### src/rtl/i2s_rx_deserializer.sv
// I2S receiver: synchronizes sclk/lrck/sdin into clk, deserializes left/right slots and commits stereo pairs.
// Latency: SYNC_STAGES+2 clk from the last right-bit sclk pin edge to new_packet; no backpressure, pairs are overwritten.
module i2s_rx_deserializer #(
    parameter int DATA_W      = 24,
    parameter int SYNC_STAGES = 2
) (
    input  logic                     clk,
    input  logic                     rst_n,
    input  logic                     sclk,
    input  logic                     lrck,
    input  logic                     sdin,
    output logic signed [DATA_W-1:0] input_data [0:1],
    output logic                     new_packet,
    output logic                     sync_err
);

    localparam int CNT_W = $clog2(DATA_W + 1);
    localparam logic [CNT_W-1:0] CNT_FULL = CNT_W'(DATA_W);
    localparam logic [CNT_W-1:0] CNT_LAST = CNT_W'(DATA_W - 1);

    typedef enum logic [1:0] {
        ST_SYNC  = 2'd0,
        ST_LEFT  = 2'd1,
        ST_RIGHT = 2'd2
    } state_t;

    logic [SYNC_STAGES-1:0] sclk_sync_q, sclk_sync_d;
    logic [SYNC_STAGES-1:0] lrck_sync_q, lrck_sync_d;
    logic [SYNC_STAGES-1:0] sdin_sync_q, sdin_sync_d;
    logic                   sclk_prev_q, sclk_prev_d;
    logic                   lrck_prev_q, lrck_prev_d;
    state_t                 state_q, state_d;
    logic [CNT_W-1:0]       cnt_q, cnt_d;
    logic [DATA_W-1:0]      shift_q, shift_d;
    logic [DATA_W-1:0]      left_q, left_d;
    logic                   commit_q, commit_d;
    logic signed [DATA_W-1:0] in_l_q, in_l_d;
    logic signed [DATA_W-1:0] in_r_q, in_r_d;
    logic                   new_packet_q, new_packet_d;
    logic                   sync_err_q, sync_err_d;

    logic sclk_s, lrck_s, sdin_s, bit_evt, boundary;

    assign sclk_s   = sclk_sync_q[SYNC_STAGES-1];
    assign lrck_s   = lrck_sync_q[SYNC_STAGES-1];
    assign sdin_s   = sdin_sync_q[SYNC_STAGES-1];
    assign bit_evt  = sclk_s & ~sclk_prev_q;
    assign boundary = lrck_s ^ lrck_prev_q;

    always_comb begin
        sclk_sync_d  = {sclk_sync_q[SYNC_STAGES-2:0], sclk};
        lrck_sync_d  = {lrck_sync_q[SYNC_STAGES-2:0], lrck};
        sdin_sync_d  = {sdin_sync_q[SYNC_STAGES-2:0], sdin};
        sclk_prev_d  = sclk_s;
        lrck_prev_d  = lrck_prev_q;
        state_d      = state_q;
        cnt_d        = cnt_q;
        shift_d      = shift_q;
        left_d       = left_q;
        commit_d     = 1'b0;
        in_l_d       = in_l_q;
        in_r_d       = in_r_q;
        new_packet_d = 1'b0;
        sync_err_d   = 1'b0;

        // shift_q still holds the right word here: bit events are >= 8 clk apart
        if (commit_q) begin
            in_l_d       = left_q;
            in_r_d       = shift_q;
            new_packet_d = 1'b1;
        end

        if (bit_evt) begin
            lrck_prev_d = lrck_s;
            unique case (state_q)
                ST_SYNC: begin
                    if (boundary && !lrck_s) begin
                        state_d = ST_LEFT;
                        cnt_d   = '0;
                    end
                end
                ST_LEFT, ST_RIGHT: begin
                    if (boundary) begin
                        cnt_d = '0;
                        if (cnt_q == CNT_FULL) begin
                            state_d = lrck_s ? ST_RIGHT : ST_LEFT;
                        end else begin
                            state_d    = ST_SYNC;
                            sync_err_d = 1'b1;
                        end
                    end else if (cnt_q != CNT_FULL) begin
                        shift_d = {shift_q[DATA_W-2:0], sdin_s};
                        cnt_d   = cnt_q + 1'b1;
                        if (cnt_q == CNT_LAST) begin
                            if (state_q == ST_LEFT) begin
                                left_d = shift_d;
                            end else begin
                                commit_d = 1'b1;
                            end
                        end
                    end
                end
                default: begin
                    state_d = ST_SYNC;
                    cnt_d   = '0;
                end
            endcase
        end
    end

    always_ff @(posedge clk or negedge rst_n) begin
        if (!rst_n) begin
            sclk_sync_q  <= '0;
            lrck_sync_q  <= '0;
            sdin_sync_q  <= '0;
            sclk_prev_q  <= 1'b0;
            lrck_prev_q  <= 1'b0;
            state_q      <= ST_SYNC;
            cnt_q        <= '0;
            shift_q      <= '0;
            left_q       <= '0;
            commit_q     <= 1'b0;
            in_l_q       <= '0;
            in_r_q       <= '0;
            new_packet_q <= 1'b0;
            sync_err_q   <= 1'b0;
        end else begin
            sclk_sync_q  <= sclk_sync_d;
            lrck_sync_q  <= lrck_sync_d;
            sdin_sync_q  <= sdin_sync_d;
            sclk_prev_q  <= sclk_prev_d;
            lrck_prev_q  <= lrck_prev_d;
            state_q      <= state_d;
            cnt_q        <= cnt_d;
            shift_q      <= shift_d;
            left_q       <= left_d;
            commit_q     <= commit_d;
            in_l_q       <= in_l_d;
            in_r_q       <= in_r_d;
            new_packet_q <= new_packet_d;
            sync_err_q   <= sync_err_d;
        end
    end

    assign input_data[0] = in_l_q;
    assign input_data[1] = in_r_q;
    assign new_packet    = new_packet_q;
    assign sync_err      = sync_err_q;

endmodule
### config.mk
export PLATFORM = sky130hd
export DESIGN_NAME = i2s_rx_deserializer
export DESIGN_NICKNAME = d
export VERILOG_FILES = /design/src/rtl/i2s_rx_deserializer.sv
export SDC_FILE = /design/constraint.sdc
export NUM_CORES = 1
export LEC_CHECK = 0
export BUFFER_PORTS_ARGS = -buffer_cell sky130_fd_sc_hd__buf_2
export CAP_MARGIN = 10
export CORE_MARGIN = 1.5
export CORE_UTILIZATION = 61
export DETAILED_ROUTE_END_ITERATION = 10
export PLACE_DENSITY_LB_ADDON = 0.12
export RECOVER_POWER = 100
export SLEW_MARGIN = 0
export SYNTH_ARGS = -nofsm -noshare
export SYNTH_HDL_FRONTEND = slang
export SYNTH_SLANG_ARGS = --single-unit
### constraint.sdc
create_clock -name clk -period 3.5 [get_ports clk]
set_clock_uncertainty 0.05 [all_clocks]
set_input_delay 0.35 -clock clk [delete_from_list [all_inputs] [get_ports clk]]
set_output_delay 0.35 -clock clk [all_outputs]
set_load 0.05 [all_outputs]
==> qor.txt, run 1 <==
Clk network pwr share -> 51.9%
hpwl dp -> 4.53 mm
Mapped Area -> 0.00441 mm^2
area leader, netlist -> dfrtp_1
vias -> 2517
layout net count -> 355
I/O pin total -> 55
worst hold slack -> 0.297 ns
largest net degree at the start of global routing -> 52
WP data required -> 3.84 ns
flops & latches, synth -> 114
DR WL/cell -> 16.9 um
Iter 0 DRT Violations -> 82
commonest non-fill, non-tap cell in the layout -> dfrtp_1
EDFF count, synth -> 0
leakage power -> 2.61 nW
vias in the first global route -> 2579
Power Internal -> 2.60 mW
final std cells w/o fill -> 452
diode count -> 0
Starting Density -> 63.9%
post-CTS setup repair buffer count -> 0
total grt overflow -> 0
FF+latch area -> 0.00285 mm^2
Slew Limit Fails -> 50
Synth Flop Type -> dfrtp_1
unrepaired setup endpoints after global routing -> no
gr usage total -> 22.7%
Combinational Power Share -> 6.0%
critical path class -> reg -> reg
outcome -> complete, but fails checks
post-synth cell types -> 32
full die area -> 0.00775 mm^2
final setup violation count -> 0
Synth top area share -> 64.7%
power per cell area -> 627 mW/mm^2
CP arrival -> 3.08 ns
CTS max path bufs -> 2
CP Launch Type -> flip-flop
Die Width -> 88.0 um
switching pwr -> 732 uW
antenna violations before repair -> 0
die height -> 88.0 um
min Tclk post-route -> 2.74 ns
CTS tree -> built
register area share after synthesis -> 64.7%
vias per inst -> 5.57
switching fraction of total power -> 22.0%
share of cells above drive strength 1 -> 37.4%
Ys Warns -> 0
Worst Tran Pin Value -> 1.99 ns
DRT antenna net count -> 0
Synth Instances -> 276
Worst Path Max Fanout -> 15
clk sinks -> 114
gpl congestion -> 0.888
Root Buffer -> clkbuf_8
Cell Rows -> 30
Core Footprint -> 0.00691 mm^2
TNS Setup -> 0 ns
Max Cap Viol -> 1
failing checks -> max-capacitance violations, max-slew violations
Peak supply drop -> 426 uV
synthesis-to-layout area growth -> 20.4%
syn_area_per_cell -> 16.0 um^2
final worst-path cycle share -> 78.3%
dpl cells -> 416
Clock transition at path regs -> 0.05 ns
WL final -> 7.64 mm
Slew HR -> -32.4%
post-synth net total -> 288
Async SR Flop Fraction -> 100%
total clock buffers created by CTS -> 17
area of the multi-input gates -> 0.00144 mm^2
Clock Latency Late Sink -> 0.51 ns
CTS Hold Bufs -> 4
Worst Hold Class -> reg -> reg
Detailed Routing Iterations Pass 1 -> 4
post_cts resized -> 0
Seq pwr share -> 42.1%
Buffers on Ports -> 54
global-route wire length before repair -> 12.7 mm
fillers -> 453
commonest non-fill, non-tap cells in the layout -> 114 x dfrtp_1, 96 x mux2_2, 54 x clkbuf_1
fmax -> 0.365 GHz
H-tree level count -> 4
Critical Path End Type -> flip-flop
Final Core Density -> 76.9%
Total Power -> 3.33 mW
Final Hold Fails -> 0
synth top area cells -> dfrtp_1 65%, mux2_2 25%, ha_1 2.0%
Remaining DRCs -> 0
through the flow:
stage / instance area (um^2) / setup slack [ns]
6_report: 5310 / 0.760
5_1_grt: 5310 / 0.562
4_1_cts: 5400 / 1.18
3_5_place_dp: 4750 / 1.20
3_3_place_gp: 4750 / 1.31
2_1_floorplan: 4410 / 1.63
synth_stat cells, types with 2 or more instances:
library cell and instances:
dfrtp_1 114, mux2_2 96, ha_1 7, inv_1 5, nand3_1 5, clkbuf_1 4
buf_1 3, buf_6 3, nand2_1 3, nor2b_1 3, o21ai_0 3, or4_1 3
a22o_1 2, buf_2 2, buf_4 2, nand2b_1 2, nand3b_1 2, nor3_4 2
nor4_1 2
power by group through the flow:
| stage | clock network, mW | logic [mW] | registers, mW |
|---|---|---|---|
| detailed placement | 0 | 0.194 | 1.43 |
| global placement | 0 | 0.188 | 1.42 |
| CTS | 1.75 | 0.203 | 1.40 |
| floorplan | 0 | 0.139 | 1.42 |
| global route | 1.82 | 0.223 | 1.41 |
| finish | 1.73 | 0.200 | 1.40 |
final cells by class:
cell class                 instances  area share, %
sequential                       114           53.7
multi-input combinational        143           27.2
timing repair buffer              62           5.13
inverter                           5          0.353
tap                               96           2.26
clock buffer                      23           8.97
clock inverter                     9           2.40
worst max-delay path, cell delays in order, from the launching register on:
cell and delay (ns):
dfrtp_1 0.40, inv_1 0.08, ha_1 0.36, nand2_1 0.17, nor3_4 0.43, clkbuf_1 0.70
mux2_2 0.42
kinds of logic (layout without fill, tap and decap cells):
kind of cell / Yosys count / after routing / synth area share (%)
fa+ha+maj: 7 / 7 / 1.99
mux: 98 / 98 / 25.0
simple gates: 27 / 27 / 4.28
buf+inv: 19 / 99 / 2.35
flops: 114 / 114 / 64.7
compound gates: 11 / 11 / 1.73
flip-flops by register name (all words and copies together), names as in the netlist:
register and flops:
sclk_sync_q 2, commit_q 1, shift_q 24, new_packet 1, left_q 24, sdin_sync_q 2
in_l_q 24, in_r_q 24, lrck_prev_q 1, lrck_sync_q 2, sync_err 1, state_q 2
sclk_prev_q 1, cnt_q 5
metal layers:
metal  GRT usage, %  up-vias  wire length, um
li1               -     1116                -
met1           27.7     1303             3320
met2           35.5       78             3770
met3           9.05       20              367
met4           10.5        0              187
met5              0        -                0
path summary, 6_finish.rpt:
kind	startpoint	endpoint	slack (ns)	cells past startpoint
setup reg to reg	state_q[0]	shift_q[15]	0.76	6
setup / recovery	state_q[0]	shift_q[15]	0.76	6
min in group asynchronous	rst_n	sclk_prev_q	0.36	2
hold / removal	sclk_sync_q[0]	sclk_sync_q[1]	0.30	0
max in group asynchronous	rst_n	shift_q[18]	1.28	3
hold reg to reg	sclk_sync_q[0]	sclk_sync_q[1]	0.30	0
No activity file was read; power rests on OpenSTA's default activity.
==> run 2, diff against run 1 <==
--- a/config.mk
+++ b/config.mk
@@ -8,7 +8,7 @@
 export BUFFER_PORTS_ARGS = -buffer_cell sky130_fd_sc_hd__buf_2
 export CAP_MARGIN = 10
 export CORE_MARGIN = 1.5
-export CORE_UTILIZATION = 61
+export CORE_UTILIZATION = 51
 export DETAILED_ROUTE_END_ITERATION = 10
 export PLACE_DENSITY_LB_ADDON = 0.12
 export RECOVER_POWER = 100
==> constraint.sdc (replaced) <==
create_clock -name clk -period 2.5 [get_ports clk]
set_clock_uncertainty 0.05 [all_clocks]
set_input_delay 0.25 -clock clk [delete_from_list [all_inputs] [get_ports clk]]
set_output_delay 0.25 -clock clk [all_outputs]
set_load 0.05 [all_outputs]
==> run 2 against run 1 <==
The flow finishes with violations (max-capacitance violations). Utilization down 12 points. Register-to-register slack worse by 0.33 ns. Worst setup slack got worse by 0.33 ns. Critical path depth stayed put. Cell area grew 1.9%. Worst hold slack hardly changed. Critical endpoint is now shift_q[11]. Sequential share of layout area shrank 0.99 points. First-iteration DRC count rose by 24%. Wire length down 7.7%. Sequential cell count unchanged. Clock-buffer cell count shrank 2. Non-clock buffer count rose by 1.
==> qor.txt, run 2 (synthesis gave the netlist of run 1 again) <==
Die Width -> 96.0 um (+9.0%)
H-tree level count -> 4 (unchanged)
share of cells above drive strength 1 -> 38.4% (+1.0 points)
power per cell area -> 884 mW/mm^2 (+41%)
Seq pwr share -> 41.1% (-1.0 points)
Detailed Routing Iterations Pass 1 -> 5 (+1)
Final Core Density -> 65.2% (-12 points)
largest net degree at the start of global routing -> 61 (+17%)
Combinational Power Share -> 5.9% (about the same)
final worst-path cycle share -> 82.8% (+4.5 points)
outcome -> complete, but fails checks
Worst Hold Class -> reg -> reg
vias -> 2451 (-2.6%)
I/O pin total -> 55 (unchanged)
Core Footprint -> 0.00830 mm^2 (+20%)
total grt overflow -> 0 (unchanged)
fillers -> 623 (+38%)
Slew HR -> 0.874% (+33 points)
die height -> 96.0 um (+9.0%)
synthesis-to-layout area growth -> 22.7%
full die area -> 0.00922 mm^2 (+19%)
commonest non-fill, non-tap cells in the layout -> 114 x dfrtp_1, 96 x mux2_2, 52 x clkbuf_1
CTS tree -> built
Worst Tran Pin Value -> 1.49 ns (-0.499 ns)
Reg2Reg Launch Point -> state_q[0]
TNS Setup -> 0 ns (unchanged)
Starting Density -> 53.2% (-11 points)
WL final -> 7.06 mm (-7.7%)
CTS max path bufs -> 2 (unchanged)
Critical Path End Type -> flip-flop
Peak supply drop -> 457 uV (+7.4%)
DR WL/cell -> 15.3 um (-9.7%)
CTS Hold Bufs -> 4 (unchanged)
vias per inst -> 5.31 (-4.7%)
hpwl dp -> 4.28 mm (-5.3%)
Final Hold Fails -> 0 (unchanged)
final setup violation count -> 0 (unchanged)
CP cell instances -> inv_1, ha_1, nand2_1, nor3_4, buf_4, mux2_2
min Tclk post-route -> 2.07 ns (-0.671 ns)
CP Launch Type -> flip-flop
Iter 0 DRT Violations -> 102 (+24%)
Slew Limit Fails -> 0 (-100%)
Remaining DRCs -> 0 (unchanged)
vias in the first global route -> 2410 (-6.6%)
switching pwr -> 1.00 mW (+37%)
global-route wire length before repair -> 11.8 mm (-7.2%)
Hold Crit Start -> lrck_sync_q[0]
post_cts resized -> 0 (unchanged)
Clock Latency Late Sink -> 0.50 ns (about the same)
CP top delay family -> buffers and inverters
switching fraction of total power -> 20.9% (-1.0 points)
post-CTS setup repair buffer count -> 0 (unchanged)
Clock transition at path regs -> 0.05 ns (about the same)
clk sinks -> 114 (unchanged)
diode count -> 0 (unchanged)
commonest non-fill, non-tap cell in the layout -> dfrtp_1
gpl congestion -> 0.828 (-6.7%)
DRT antenna net count -> 0 (unchanged)
Cell Rows -> 33 (+10%)
CP arrival -> 2.40 ns (-0.68 ns)
layout net count -> 356 (+0.28%)
Clk network pwr share -> 53.1% (+1.2 points)
Root Buffer -> clkbuf_8
antenna violations before repair -> 0 (unchanged)
fmax -> 0.483 GHz (+32%)
Buffers on Ports -> 54 (unchanged)
Critical path origin -> state_q[0]
Max Cap Viol -> 1 (unchanged)
WP data required -> 2.83 ns (-1.01 ns)
gr usage total -> 17.8% (-4.9 points)
leakage power -> 2.66 nW (+1.7%)
Bufs and invs on worst path -> 2 (unchanged)
unrepaired setup endpoints after global routing -> no
Power Internal -> 3.78 mW (+46%)
crit-path max cell delay -> 0.39 ns (-0.31 ns)
Worst Path Max Fanout -> 24 (+9)
critical path class -> reg -> reg
worst-path cell with the longest stage delay -> dfrtp_1
total clock buffers created by CTS -> 17 (unchanged)
failing checks -> max-capacitance violations
-- run 2: cell types whose count changed in the layout (fill, tap and decap cells not counted) --
cell and change:
buf_12 +3, bufinv_16 +2, clkbuf_1 -2, clkbuf_8 -2
clkinv_4 -2, buf_4 -1, clkbuf_2 +1, clkinv_2 +1
clkinvlp_4 +1, nor3_1 -1, nor3_4 +1
-- run 2: layer usage --
layer / vias to the layer above / part of all wire (%) / global-route usage [%]
met5: - / 0 / 0
met4: 0 / 0.96 / 9.31
met3: 6 / 4.9 / 7.03
met2: 60 / 47 / 24.9
met1: 1246 / 47 / 23.9
li1: 1139 / - / -
-- run 2: layout make-up --
class,count,area [um^2],area share [%]
clock buffer,21,449,8.30
tap,105,131,2.43
inverter,5,18.8,0.347
timing repair buffer,63,323,5.96
sequential,114,2850,52.7
multi-input combinational,143,1460,26.9
clock inverter,11,183,3.37
-- run 2: path summary, 6_finish.rpt --
path | to | slack, ns | depth (start not counted)
min | lrck_sync_q[1] | 0.30 | 0
min reg2reg | lrck_sync_q[1] | 0.30 | 0
max reg2reg | shift_q[11] | 0.43 | 6
min in group asynchronous | shift_q[18] | 0.60 | 2
max in group asynchronous | shift_q[22] | 0.91 | 2
max | shift_q[11] | 0.43 | 6
-- run 2: power by group through the flow --
| stage | Combinational, mW | Sequential, mW | Clock [mW] |
|---|---|---|---|
| after global placement | 0.270 | 2.00 | 0 |
| after global routing | 0.317 | 1.97 | 2.69 |
| after detailed placement | 0.278 | 2.00 | 0 |
| final | 0.280 | 1.96 | 2.54 |
| after CTS | 0.285 | 1.96 | 2.59 |
| after floorplan | 0.195 | 1.98 | 0 |
-- run 2: stage by stage --
step	worst slack [ns]	cell area (um^2)	instances	power, mW	hold slack (ns)
global route	0.300	5410	462	4.98	0.308
detailed placement	0.453	4810	426	2.27	0.285
global placement	0.550	4810	426	2.26	0.282
finish	0.431	5410	462	4.79	0.296
CTS	0.427	5480	462	4.84	0.297
floorplan	0.629	4410	276	2.18	-0.0956
-- run 2: worst reg2reg max path: stages, from the launching register on --
cell and delay (ns):
dfrtp_1 0.39, inv_1 0.08, ha_1 0.36, nand2_1 0.19, nor3_4 0.16, buf_4 0.34, mux2_2 0.39
==> run 3, diff against run 2 <==
--- a/config.mk
+++ b/config.mk
@@ -8,7 +8,7 @@
 export BUFFER_PORTS_ARGS = -buffer_cell sky130_fd_sc_hd__buf_2
 export CAP_MARGIN = 10
 export CORE_MARGIN = 1.5
-export CORE_UTILIZATION = 51
+export CORE_UTILIZATION = 57
 export DETAILED_ROUTE_END_ITERATION = 10
 export PLACE_DENSITY_LB_ADDON = 0.12
 export RECOVER_POWER = 100
==> constraint.sdc (replaced) <==
create_clock -name clk -period 2 [get_ports clk]
set_clock_uncertainty 0.05 [all_clocks]
set_input_delay 0.2 -clock clk [delete_from_list [all_inputs] [get_ports clk]]
set_output_delay 0.2 -clock clk [all_outputs]
set_load 0.05 [all_outputs]
==> run 3 against run 2 <==
The flow now finishes without violations. Worst hold slack got worse by 0.20 ns. Power rose by 20%. Largest cell class unchanged. Non-clock buffer count rose by 3. Sequential cell count did not move. Via count rose by 2.1%. Combinational power rose by 29%.
==> qor.txt, run 3 (synthesis gave the netlist of run 1 again) <==
fmax -> 0.527 GHz (+9.1%)
area of the multi-input gates -> 0.00146 mm^2 (+0.17%)
final worst-path cycle share -> 94.9% (+12 points)
clk sinks -> 114 (unchanged)
min Tclk post-route -> 1.90 ns (-0.172 ns)
Max Cap Viol -> 0 (-1)
commonest non-fill, non-tap cells in the layout -> 113 x dfrtp_1, 95 x mux2_2, 53 x clkbuf_1
Root Buffer -> clkbuf_8
largest net degree at the start of global routing -> 45 (-26%)
FF+latch area -> 0.00285 mm^2 (about the same)
Remaining DRCs -> 0 (unchanged)
fillers -> 498 (-20%)
unrepaired setup endpoints after global routing -> no
H-tree level count -> 4 (unchanged)
antenna violations before repair -> 0 (unchanged)
Reg2Reg Depth -> 6 (unchanged)
Clock transition at path regs -> 0.05 ns (about the same)
layout net count -> 359 (+0.84%)
Core Footprint -> 0.00737 mm^2 (-11%)
outcome -> complete, no violations
Slew HR -> 24.8% (+24 points)
Critical path origin -> state_q[0]
gr usage total -> 20.4% (+2.6 points)
final instance area -> 0.00535 mm^2 (-1.2%)
Total Power -> 5.73 mW (+20%)
total grt overflow -> 0 (unchanged)
Reg2Reg Launch Point -> state_q[0]
WL final -> 7.35 mm (+4.2%)
TNS Setup -> 0 ns (unchanged)
R2R Setup Slk -> 0.10 ns (-0.33 ns)
Slew Limit Fails -> 0 (unchanged)
synthesis-to-layout area growth -> 21.3%
Post-Place Cell Area -> 0.00482 mm^2 (+0.31%)
Cell Rows -> 31 (-6.1%)
CTS max path bufs -> 2 (unchanged)
Iter 0 DRT Violations -> 101 (-0.98%)
power per cell area -> 1070 mW/mm^2 (+21%)
crit path capture -> shift_q[6]
Worst Path Max Fanout -> 24 (unchanged)
critical path class -> reg -> reg
vias per inst -> 5.48 (+3.2%)
die height -> 91.0 um (-5.2%)
CTS tree -> built
Detailed Routing Iterations Pass 1 -> 4 (-1)
Worst Hold Class -> in -> async
hpwl dp -> 4.50 mm (+5.1%)
Critical Path End Type -> flip-flop
DRT antenna net count -> 0 (unchanged)
DR WL/cell -> 16.1 um (+5.3%)
gpl congestion -> 0.828 (about the same)
CP arrival -> 2.22 ns (-0.18 ns)
diode count -> 0 (unchanged)
dpl cells -> 423 (-0.70%)
final setup violation count -> 0 (unchanged)
Clock Latency Late Sink -> 0.50 ns (about the same)
share of cells above drive strength 1 -> 38.5% (+0.17 points)
vias in the first global route -> 2618 (+8.6%)
Starting Density -> 59.9% (+6.7 points)
leakage power -> 2.62 nW (-1.3%)
full die area -> 0.00828 mm^2 (-10%)
FF-to-FF End -> shift_q[6]
CP Launch Type -> flip-flop
WP data required -> 2.33 ns (-0.50 ns)
total clock buffers created by CTS -> 17 (unchanged)
Buffers on Ports -> 54 (unchanged)
Peak supply drop -> 676 uV (+48%)
vias -> 2503 (+2.1%)
Die Width -> 91.0 um (-5.2%)
final std cells w/o fill -> 457 (-1.1%)
Final Hold Fails -> 0 (unchanged)
I/O pin total -> 55 (unchanged)
commonest non-fill, non-tap cell in the layout -> dfrtp_1
global-route wire length before repair -> 12.9 mm (+9.2%)
Worst Tran Pin Value -> 1.13 ns (-0.359 ns)
==> run 3: worst max-delay path: stages, from the launching register on <==
cell and delay (ns):
dfrtp_1 0.41, inv_1 0.08, ha_1 0.38, nand2_2 0.13, nor3_4 0.16, buf_12 0.20, mux2_2 0.35
==> run 3: stage by stage <==
stage	hold WS [ns]	util, %	setup slack (ns)
3_3_place_gp	0.0901	65.4	0.159
2_1_floorplan	-0.146	-	0.129
3_5_place_dp	0.0918	65.4	0.0939
5_1_grt	0.122	72.6	0.00612
6_report	0.0980	72.6	0.103
4_1_cts	0.0957	73.8	0.0417
==> run 3: cell type report <==
class | instances | share of cell area [%]
clock buffer | 19 | 8.26
clock inverter | 11 | 2.57
inverter | 5 | 0.351
multi-input combinational | 143 | 27.2
sequential | 114 | 53.3
tap | 99 | 2.32
timing repair buffer | 66 | 5.92
==> run 3: worst min path at each step <==
stage | from | slack [ns] | cells after the start | end
CTS | rst_n | 0.1 | 2 | in_l_q[9]
floorplan | rst_n | -0.15 | 0 | cnt_q[0]
global route | rst_n | 0.12 | 2 | in_l_q[9]
global placement | rst_n | 0.09 | 1 | in_l_q[9]
detailed placement | rst_n | 0.09 | 1 | in_l_q[9]
finish | rst_n | 0.1 | 2 | in_l_q[9]
==> run 3: layer usage <==
metal,track usage (%),wire length [um],vias up
met2,32.2,3530,57
met4,8.98,161,0
met1,26.2,3370,1288
li1,-,-,1139
met5,0,0,-
met3,6.28,292,19
==> run 3: timing repair <==
action,in CTS,in global routing
endpoints found under the setup margin,0,27
hold buffers,4,0
resized for setup,0,1
endpoints found under the hold margin,117,0
setup buffers,0,0
==> run 3: power by group <==
group          switching, mW  leakage, nW  internal, mW
sequential            0.0764         1.57          2.39
combinational          0.214        0.774         0.147
clock                  0.973        0.281          1.93
